<file path="config.mk">
export PLATFORM = sky130hd
export DESIGN_NAME = mem_arbiter
export DESIGN_NICKNAME = d
export VERILOG_FILES = /design/src/rtl/mem_arbiter.sv
export SDC_FILE = /design/constraint.sdc
export NUM_CORES = 1
export LEC_CHECK = 0
export ABC_AREA = 0
export CORE_AREA = 2 2 108 110
export DETAILED_ROUTE_END_ITERATION = 7
export DIE_AREA = 0 0 110 112
export PLACE_DENSITY = 0.64
export SLEW_MARGIN = 30
export SYNTH_ARGS = -nofsm -noshare
export SYNTH_HDL_FRONTEND = slang
export SYNTH_SLANG_ARGS = --single-unit
</file>
<file path="constraint.sdc">
create_clock -name clk -period 2.4 [get_ports clk]
set_clock_uncertainty 0.15 [all_clocks]
set_input_delay 0.48 -clock clk [delete_from_list [all_inputs] [get_ports clk]]
set_output_delay 0.48 -clock clk [all_outputs]
set_load 0.1 [all_outputs]
</file>
<file path="src/rtl/mem_arbiter.sv">
// Two-port memory arbiter: instruction fetch and data share one memory port.
// Ports:
//   clk, rst                              clock, async active-high reset
//   if_req_i, if_addr_i                   fetch read request and address
//   if_gnt_o, if_rvalid_o, if_rdata_o     fetch accept and response
//   d_req_i, d_we_i, d_addr_i,
//   d_wdata_i, d_be_i                     data request (load/store)
//   d_gnt_o, d_rvalid_o, d_rdata_o        data accept and response
//   mem_req_o, mem_we_o, mem_addr_o,
//   mem_wdata_o, mem_be_o                 shared memory request
//   mem_gnt_i, mem_rvalid_i, mem_rdata_i  memory accept and response
//   err_stray_rsp_o                       sticky: response with nothing outstanding
module mem_arbiter #(
    parameter int AWIDTH     = 32,
    parameter int STARVE_MAX = 4
) (
    input  logic              clk,
    input  logic              rst,
    input  logic              if_req_i,
    input  logic [AWIDTH-1:0] if_addr_i,
    output logic              if_gnt_o,
    output logic              if_rvalid_o,
    output logic [31:0]       if_rdata_o,
    input  logic              d_req_i,
    input  logic              d_we_i,
    input  logic [AWIDTH-1:0] d_addr_i,
    input  logic [31:0]       d_wdata_i,
    input  logic [3:0]        d_be_i,
    output logic              d_gnt_o,
    output logic              d_rvalid_o,
    output logic [31:0]       d_rdata_o,
    output logic              mem_req_o,
    output logic              mem_we_o,
    output logic [AWIDTH-1:0] mem_addr_o,
    output logic [31:0]       mem_wdata_o,
    output logic [3:0]        mem_be_o,
    input  logic              mem_gnt_i,
    input  logic              mem_rvalid_i,
    input  logic [31:0]       mem_rdata_i,
    output logic              err_stray_rsp_o
);

    localparam int SW = $clog2(STARVE_MAX + 1);

    typedef enum logic {
        IDLE,
        WAIT_RSP
    } state_t;

    state_t        state_q;
    logic          owner_q;   // 1 = data owns the outstanding transaction
    logic [SW-1:0] starve_q;
    logic [SW-1:0] starve_d;
    logic          err_q;

    logic idle;
    logic force_if;
    logic sel_d;
    logic grant;
    logic rsp;

    always_comb begin
        // Gate with rst so every handshake output is quiet during reset.
        idle     = (state_q == IDLE) && !rst;
        force_if = (starve_q == SW'(STARVE_MAX));
        // Selection depends only on held requests and the counter, which
        // does not move without a grant, so it stays stable under backpressure.
        sel_d    = d_req_i && !(if_req_i && force_if);

        mem_req_o   = idle && (if_req_i || d_req_i);
        mem_we_o    = sel_d && d_we_i;
        mem_addr_o  = sel_d ? d_addr_i : if_addr_i;
        mem_wdata_o = sel_d ? d_wdata_i : 32'h0;
        mem_be_o    = sel_d ? d_be_i : 4'hF;

        grant    = mem_req_o && mem_gnt_i;
        d_gnt_o  = grant && sel_d;
        if_gnt_o = grant && !sel_d;

        rsp         = (state_q == WAIT_RSP) && !rst && mem_rvalid_i;
        if_rvalid_o = rsp && !owner_q;
        d_rvalid_o  = rsp && owner_q;
        if_rdata_o  = if_rvalid_o ? mem_rdata_i : 32'h0;
        d_rdata_o   = d_rvalid_o ? mem_rdata_i : 32'h0;

        err_stray_rsp_o = err_q;

        starve_d = starve_q;
        if (if_gnt_o || !if_req_i) begin
            starve_d = '0;
        end else if (d_gnt_o && !force_if) begin
            starve_d = starve_q + 1'b1;
        end
    end

    always_ff @(posedge clk or posedge rst) begin
        if (rst) begin
            state_q  <= IDLE;
            owner_q  <= 1'b0;
            starve_q <= '0;
            err_q    <= 1'b0;
        end else begin
            unique case (state_q)
                IDLE: begin
                    starve_q <= starve_d;
                    if (mem_rvalid_i) begin
                        err_q <= 1'b1;
                    end
                    if (grant) begin
                        owner_q <= sel_d;
                        state_q <= WAIT_RSP;
                    end
                end
                WAIT_RSP: begin
                    if (mem_rvalid_i) begin
                        state_q <= IDLE;
                    end
                end
                default: state_q <= IDLE;
            endcase
        end
    end

endmodule

</file>
==> results of run 1 <==
routing by layer:
metal	share of wire	GRT usage	vias to the layer above
met3	0.10	0.0451	6
met2	0.55	0.328	152
met4	0.0061	0.0118	0
li1	-	-	1231
met1	0.34	0.184	1212
met5	0	0	-
Yosys cell counts:
master | number | share of area
mux2_2 | 32 | 0.25
clkbuf_1 | 7 | 0.018
mux2i_1 | 1 | 0.0069
o22ai_1 | 1 | 0.0043
ha_1 | 2 | 0.017
buf_6 | 3 | 0.023
nor2_1 | 3 | 0.0078
nor3b_2 | 1 | 0.0086
nor3b_1 | 2 | 0.010
nand2b_1 | 5 | 0.022
nand4_1 | 1 | 0.0043
a21o_1 | 1 | 0.0052
o21ai_0 | 3 | 0.010
and3_1 | 33 | 0.14
nor3_2 | 1 | 0.0069
nand2_1 | 1 | 0.0026
or3b_1 | 1 | 0.0060
a22o_1 | 1 | 0.0060
nor2b_1 | 1 | 0.0043
clkbuf_2 | 2 | 0.0069
dfrtp_1 | 6 | 0.10
buf_2 | 4 | 0.014
nor3_1 | 1 | 0.0034
inv_1 | 5 | 0.013
nand3_2 | 1 | 0.0069
and2_1 | 65 | 0.28
nand2_2 | 2 | 0.0086
o211ai_1 | 2 | 0.010
placed cells by master, fill, tap and decap left out, types with 2 or more instances in the layout:
| master | n |
|---|---|
| mux2_2 | 5 |
| dlygate4sd2_1 | 4 |
| o21ai_0 | 2 |
| nor2_4 | 2 |
| and3_4 | 4 |
| inv_1 | 3 |
| buf_12 | 146 |
| dfrtp_1 | 6 |
| buf_4 | 22 |
| mux2_4 | 27 |
| nand2b_4 | 4 |
| and2_2 | 9 |
| and3_1 | 29 |
| and2_1 | 23 |
| o211ai_1 | 2 |
| inv_2 | 2 |
| and2_4 | 33 |
| clkbuf_16 | 3 |
| clkdlybuf4s50_1 | 134 |
cells by family (layout without fill, tap and decap cells):
group,after synthesis,after routing
AO/OA/AOI/OAI,8,8
AND/OR/NAND/NOR,118,118
buffers and inverters,21,316
flip-flops,6,6
multiplexers,33,33
adder cells (fa/ha/maj),2,2
sequential cells by signal, summed over array words and instances (netlist names):
signal           count
state_q              1
err_stray_rsp_o      1
starve_q             3
owner_q              1
what timing repair did:
action / in CTS / in global routing
endpoints found under the setup margin: 104 / 61
pin swaps: 3 / 4
hold buffers: 0 / 0
gates resized for setup: 71 / 8
setup buffers: 14 / 2
gates cloned: 3 / 0
endpoints found under the hold margin: 0 / 0
stage by stage:
stage	cells	utilization	hold slack, ns	setup slack (ns)
floorplan	188	-	0.121	-0.109
global placement	607	0.528	0.294	-0.185
detailed placement	607	0.528	0.300	-0.208
CTS	627	0.576	0.303	-0.131
global route	626	0.575	0.335	-0.125
finish	626	0.575	0.304	-0.0698
report_power, final:
part	total [mW]	switching, mW	leakage, nW	internal [mW]
combinational	1.74	0.996	2.71	0.741
sequential	0.115	0.00593	0.0754	0.109
clock	0.262	0.0491	0.0370	0.213
total	2.11	1.05	2.83	1.06
cell type report:
class | count | area (um2)
fill | 889 | 4750
multi-input combinational | 161 | 1500
sequential | 6 | 150
clock buffer | 3 | 75.1
timing repair buffer | 308 | 4500
tap | 143 | 179
inverter | 5 | 18.8
how the worst min path moves through the flow:
| stage | start | end | slack (ns) | cells after the start |
|---|---|---|---|---|
| after floorplan | rst | err_stray_rsp_o | 0.12 | 1 |
| after global placement | err_stray_rsp_o | err_stray_rsp_o | 0.29 | 1 |
| after detailed placement | err_stray_rsp_o | err_stray_rsp_o | 0.30 | 1 |
| after CTS | rst | starve_q[2] | 0.30 | 2 |
| after global routing | err_stray_rsp_o | err_stray_rsp_o | 0.34 | 1 |
| final | err_stray_rsp_o | err_stray_rsp_o | 0.30 | 1 |
==> metrics.md, run 1 <==
| Metric | Value |
|---|---|
| Design area | 6430 um2 |
| Rel. slew slack | 0.778 |
| Final Hold Viols | 0 |
| R2R Path End | starve_q[2] |
| Setup TNS | -1.48 ns |
| Crit-path cells | inv_2 -> ha_4 -> nand3_4 -> nand2_4 -> buf_4 -> buf_12 -> mux2_4 -> buf_12 |
| Total CTS buffers | 3 |
| YS warnings | 0 |
| Slew Limit Fails | 0 |
| Layout cells sized above 1 | 0.553 |
| Post-Synth Adder-Cell Area | 0.0172 |
| Final net count | ~630 |
| Simple-gate area share of the yosys netlist | 0.513 |
| Grt ovf | 0 |
| Outcome | complete, but fails checks |
| Final min period | between 2 and 2.5 ns |
| Compound-Gate Fraction of Synth Area | 0.0362 |
| CP Depth | 8 |
| Crit-path max cell delay | a little under 0.4 ns |
| Pwr/cell area | between 300 and 400 nW/um2 |
| Post-synthesis mux area share | 0.255 |
| CP Buf/Inv Count | 4 |
| R2r startpoint | state_q |
| CTS clk-pin slew, worst paths | 0.03 ns |
| Number of routed nets with antenna violations | 0 |
| GRT Util Overall | 0.168 |
| Routed vias | about 2600 |
| Setup Viol. Count Final | 27 |
| I/O pin total | around 280 |
| Die width | 110 um |
| Die H | 112 um |
| Delay-heaviest family, CP | buffers and inverters |
| First-pass GRT wire length | 15800 um |
| Period utilization | 1.03 |
| CP Capture Point | mem_addr_o[11] |
| Seq/Total Area, Yosys | 0.103 |
| Leak Pwr | roughly 2.8 nW |
| Combinational family with the most area after synthesis | simple AND/OR/NAND/NOR gates |
| Synthesis-to-layout area growth | 342% |
| Slowest cell on crit path | dfrtp_1 |
| Initial core utilization | 0.130 |
| Setup ws final | -0.0698 ns |
| Crit-path most repeated cell | buf_12 |
| Number of H-tree levels | 1 |
| Port bufs | 277 |
| DRT Wirelength | around 11000 um |
| Worst Tran Pin Value | 0.333 ns |
| F_max | 405 MHz |
| Max clock buf depth | 2 |
| Yosys reg bits | 6 |
| Ant diodes | 0 |
| CP Launch Point | starve_q[0] |
| Final Power | 2.11 mW |
| CTS Root Cell | clkbuf_16 |
| Antenna violations before repair | 0 |
| Critical Path Fanout Max | 9 |
| DRT iter0 DRCs | 115 |
| Netlist Area Pre-Place | 1450 um2 |
| Crit end category | output pin |
| Clock Latency Late Sink | 0.22 ns |
| Worst reg2reg setup slack | 0.67 ns |
| Xor/xnor share of the synthesized area | 0 |
| Distinct cells, synth | 28 |
| Avg Vias per Cell | 4.15 |
| Max-Cap Viols | 0 |
| DPL Wire Length | 8730 um |
| Gate count of the mapped netlist | 188 |
| HP Class | reg2reg |
| Failing checks | negative setup slack |
| # DRC | 0 |
| Post-DP Area | between 5000 and 6000 um2 |
| Syn_nets | 329 |
| Largest net degree at the start of global routing | 34 |
| Unrepaired setup endpoints after global routing | true |
| Worst reg2reg path depth | 5 |
| Routability congestion estimate | 0.787 |
| Num Clock Sinks | 6 |
| Core area | 11200 um2 |
| CTS tree | done |
| CP Launch Type | register |
| Crit path kind | reg2out |
| Site Rows | 39 |
| Die area | 12300 um2 |
| Worst vdd ir | 0.341 mV |
| Worst EP arrival | 1.84 ns |
| Vias in the first global route | roughly 2700 |
| Drt wl/cell | 17.4 um |
| First drt pass iteration count | 4 |
| Critical Path RT | 1.77 ns |
| Avg Cell Area, Syn | 7.73 um2 |
No activity file was read; power rests on OpenSTA's default activity.
==> run 2: changes to the inputs <==
--- a/config.mk
+++ b/config.mk
@@ -10,6 +10,7 @@
 export DETAILED_ROUTE_END_ITERATION = 7
 export DIE_AREA = 0 0 110 112
 export PLACE_DENSITY = 0.64
+export SKIP_CTS_REPAIR_TIMING = 1
 export SLEW_MARGIN = 30
 export SYNTH_ARGS = -nofsm -noshare
 export SYNTH_HDL_FRONTEND = slang
==> run 2 against run 1 <==
  * The run still ends with negative setup slack left
  * Count of clock-buffer cells in the layout stayed put
  * Final area is 0.76% lower
  * Sequential power hardly changed
  * Sequential share of layout area about the same
  * Via count shrank 2.5%
  * Maximum frequency increased by 2.6%
  * Critical path type unchanged
  * Critical endpoint is now mem_addr_o[8]
==> metrics.md, run 2 (synthesized netlist as in run 1, its figures left out) <==
| Metric | Value |
|---|---|
| Most frequent cells in the layout | 142 x buf_12, 134 x clkdlybuf4s50_1, 33 x and3_1, 32 x mux2_4, 29 x and2_1 |
| Final Hold Viols | 0 (unchanged) |
| Die H | 112 um (unchanged) |
| HP Class | in2async |
| Slowest cell on crit path | dfrtp_1 |
| F_max | 415 MHz (+2.6%) |
| Final min period | 2.41 ns (-0.0615 ns) |
| DRT iter0 DRCs | 96 (-17%) |
| Failing checks | negative setup slack |
| Final core utilization | 0.571 (-0.00437) |
| Number of H-tree levels | 1 (unchanged) |
| Critical Path RT | 1.77 ns (about the same) |
| First-pass GRT wire length | 14100 um (-11%) |
| Crit path kind | reg2out |
| Worst Tran Pin Value | 0.411 ns (+0.0776 ns) |
| Avg Vias per Cell | 4.08 (-1.8%) |
| Slew Limit Fails | 0 (unchanged) |
| Clock Latency Late Sink | 0.22 ns (about the same) |
| Vias in the first global route | 2571 (-6.3%) |
| CTS tree | done |
| Synthesis-to-layout area growth | 339% |
| CTS clk-pin slew, worst paths | 0.03 ns (about the same) |
| DPL Wire Length | 8730 um (unchanged) |
| Num Clock Sinks | 6 (unchanged) |
| Setup Viol. Count Final | 6 (-78%) |
| Routed vias | 2537 (-2.5%) |
| Fillcell total | 898 (+1.0%) |
| WHS | 0.202 ns (-0.103 ns) |
| Register area | 150 um2 (unchanged) |
| Layout cells sized above 1 | 0.520 (-0.0330) |
| Core area | 11200 um2 (unchanged) |
| Die width | 110 um (unchanged) |
| Max FFs per register | 3 (unchanged) |
| Worst vdd ir | 0.364 mV (+6.6%) |
| Largest net degree at the start of global routing | 34 (unchanged) |
| Outcome | complete, but fails checks |
| Commonest non-fill, non-tap cell in the layout | buf_12 |
| Top reg by flops | starve_q |
| Crit-path cells | inv_2 -> ha_4 -> nand3_4 -> nand2_8 -> clkbuf_16 -> mux2_4 -> buf_12 |
| Total CTS buffers | 3 (unchanged) |
| First drt pass iteration count | 4 (unchanged) |
| Final net count | 622 (-0.64%) |
| DRT Wirelength | 10700 um (-1.9%) |
| Worst EP arrival | 1.78 ns (-0.06 ns) |
| Max-Cap Viols | 0 (unchanged) |
| CTS Root Cell | clkbuf_16 |
| Setup TNS | -0.0202 ns (+1.46 ns) |
| Max clock buf depth | 2 (unchanged) |
| Crit end category | output pin |
| Period utilization | 1.00 (-0.0256) |
| Routability congestion estimate | 0.787 (unchanged) |
| Initial core utilization | 0.130 (unchanged) |
| Grt ovf | 0 (unchanged) |
| Number of routed nets with antenna violations | 0 (unchanged) |
| Final Power | 2.10 mW (-0.50%) |
| GRT Util Overall | 0.148 (-0.0196) |
| Site Rows | 39 (unchanged) |
| Port bufs | 277 (unchanged) |
| CP Launch Type | register |
| Ant diodes | 0 (unchanged) |
| Leak Pwr | 2.84 nW (+0.46%) |
| I/O pin total | 278 (unchanged) |
| Unrepaired setup endpoints after global routing | true |
| # DRC | 0 (unchanged) |
| Delay-heaviest family, CP | buffers and inverters |
| Drt wl/cell | 17.2 um (-1.2%) |
| Area occupied by multi-input gates | 1460 um2 (-2.5%) |
| Setup ws final | -0.00834 ns (+0.0615 ns) |
| Pwr/cell area | 330 nW/um2 (+0.26%) |
| Rel. slew slack | 0.723 (-0.0547) |
| Die area | 12300 um2 (unchanged) |
| Critical Path Fanout Max | 8 (-1) |
| CP Buf/Inv Count | 3 (-1) |
| Antenna violations before repair | 0 (unchanged) |
| Crit-path max cell delay | 0.38 ns (about the same) |
[run 2: cell types whose count changed in the layout (fill, tap and decap cells not counted), moves of 4 or more]
cell	previous run	this run
dlygate4sd2_1	4	0
and3_1	29	33
buf_12	146	142
clkbuf_16	3	7
and3_4	4	0
mux2_4	27	32
nand2b_4	4	0
mux2_2	5	0
nand2b_1	1	5
dlymetal6s2s_1	0	4
and2_1	23	29
and2_4	33	27
buf_4	22	18
[run 2: final timing paths]
| check | startpoint | end | slack, ns | cells after the start |
|---|---|---|---|---|
| worst max register to register | state_q | starve_q[2] | 0.66 | 5 |
| worst max-delay path | starve_q[0] | mem_addr_o[8] | -0.008 | 7 |
| worst min-delay path | rst | starve_q[0] | 0.20 | 2 |
| min in group clk | err_stray_rsp_o | err_stray_rsp_o | 0.30 | 1 |
| worst min register to register | err_stray_rsp_o | err_stray_rsp_o | 0.30 | 1 |
| max in group asynchronous | rst | state_q | 1.70 | 2 |
[run 2: layout make-up]
type                            instances  share of cell area
Timing Repair Buffer                  304               0.704
Multi-Input combinational cell        161               0.230
Tap cell                              143              0.0281
Clock buffer                            3              0.0118
Inverter                                5             0.00294
Sequential cell                         6              0.0235
[run 2: layer usage]
layer | part of all wire | vias to the layer above | GRT usage
met3 | 0.092 | 4 | 0.0392
li1 | - | 1228 | -
met2 | 0.55 | 136 | 0.301
met1 | 0.35 | 1169 | 0.153
met5 | 0 | - | 0
met4 | 0.0045 | 0 | 0.00928
[run 2: through the flow]
| stage | std cells | instance area (um2) | setup WS (ns) |
|---|---|---|---|
| 2_1_floorplan | 188 | 1510 | -0.109 |
| 3_3_place_gp | 607 | 5900 | -0.185 |
| 3_5_place_dp | 607 | 5900 | -0.208 |
| 4_1_cts | 610 | 5980 | -0.210 |
| 5_1_grt | 622 | 6380 | -0.0714 |
| 6_report | 622 | 6380 | -0.00834 |
[run 2: power breakdown]
group / internal [mW] / switching (mW)
registers: 0.109 / 0.00586
logic: 0.736 / 0.992
clock network: 0.213 / 0.0484
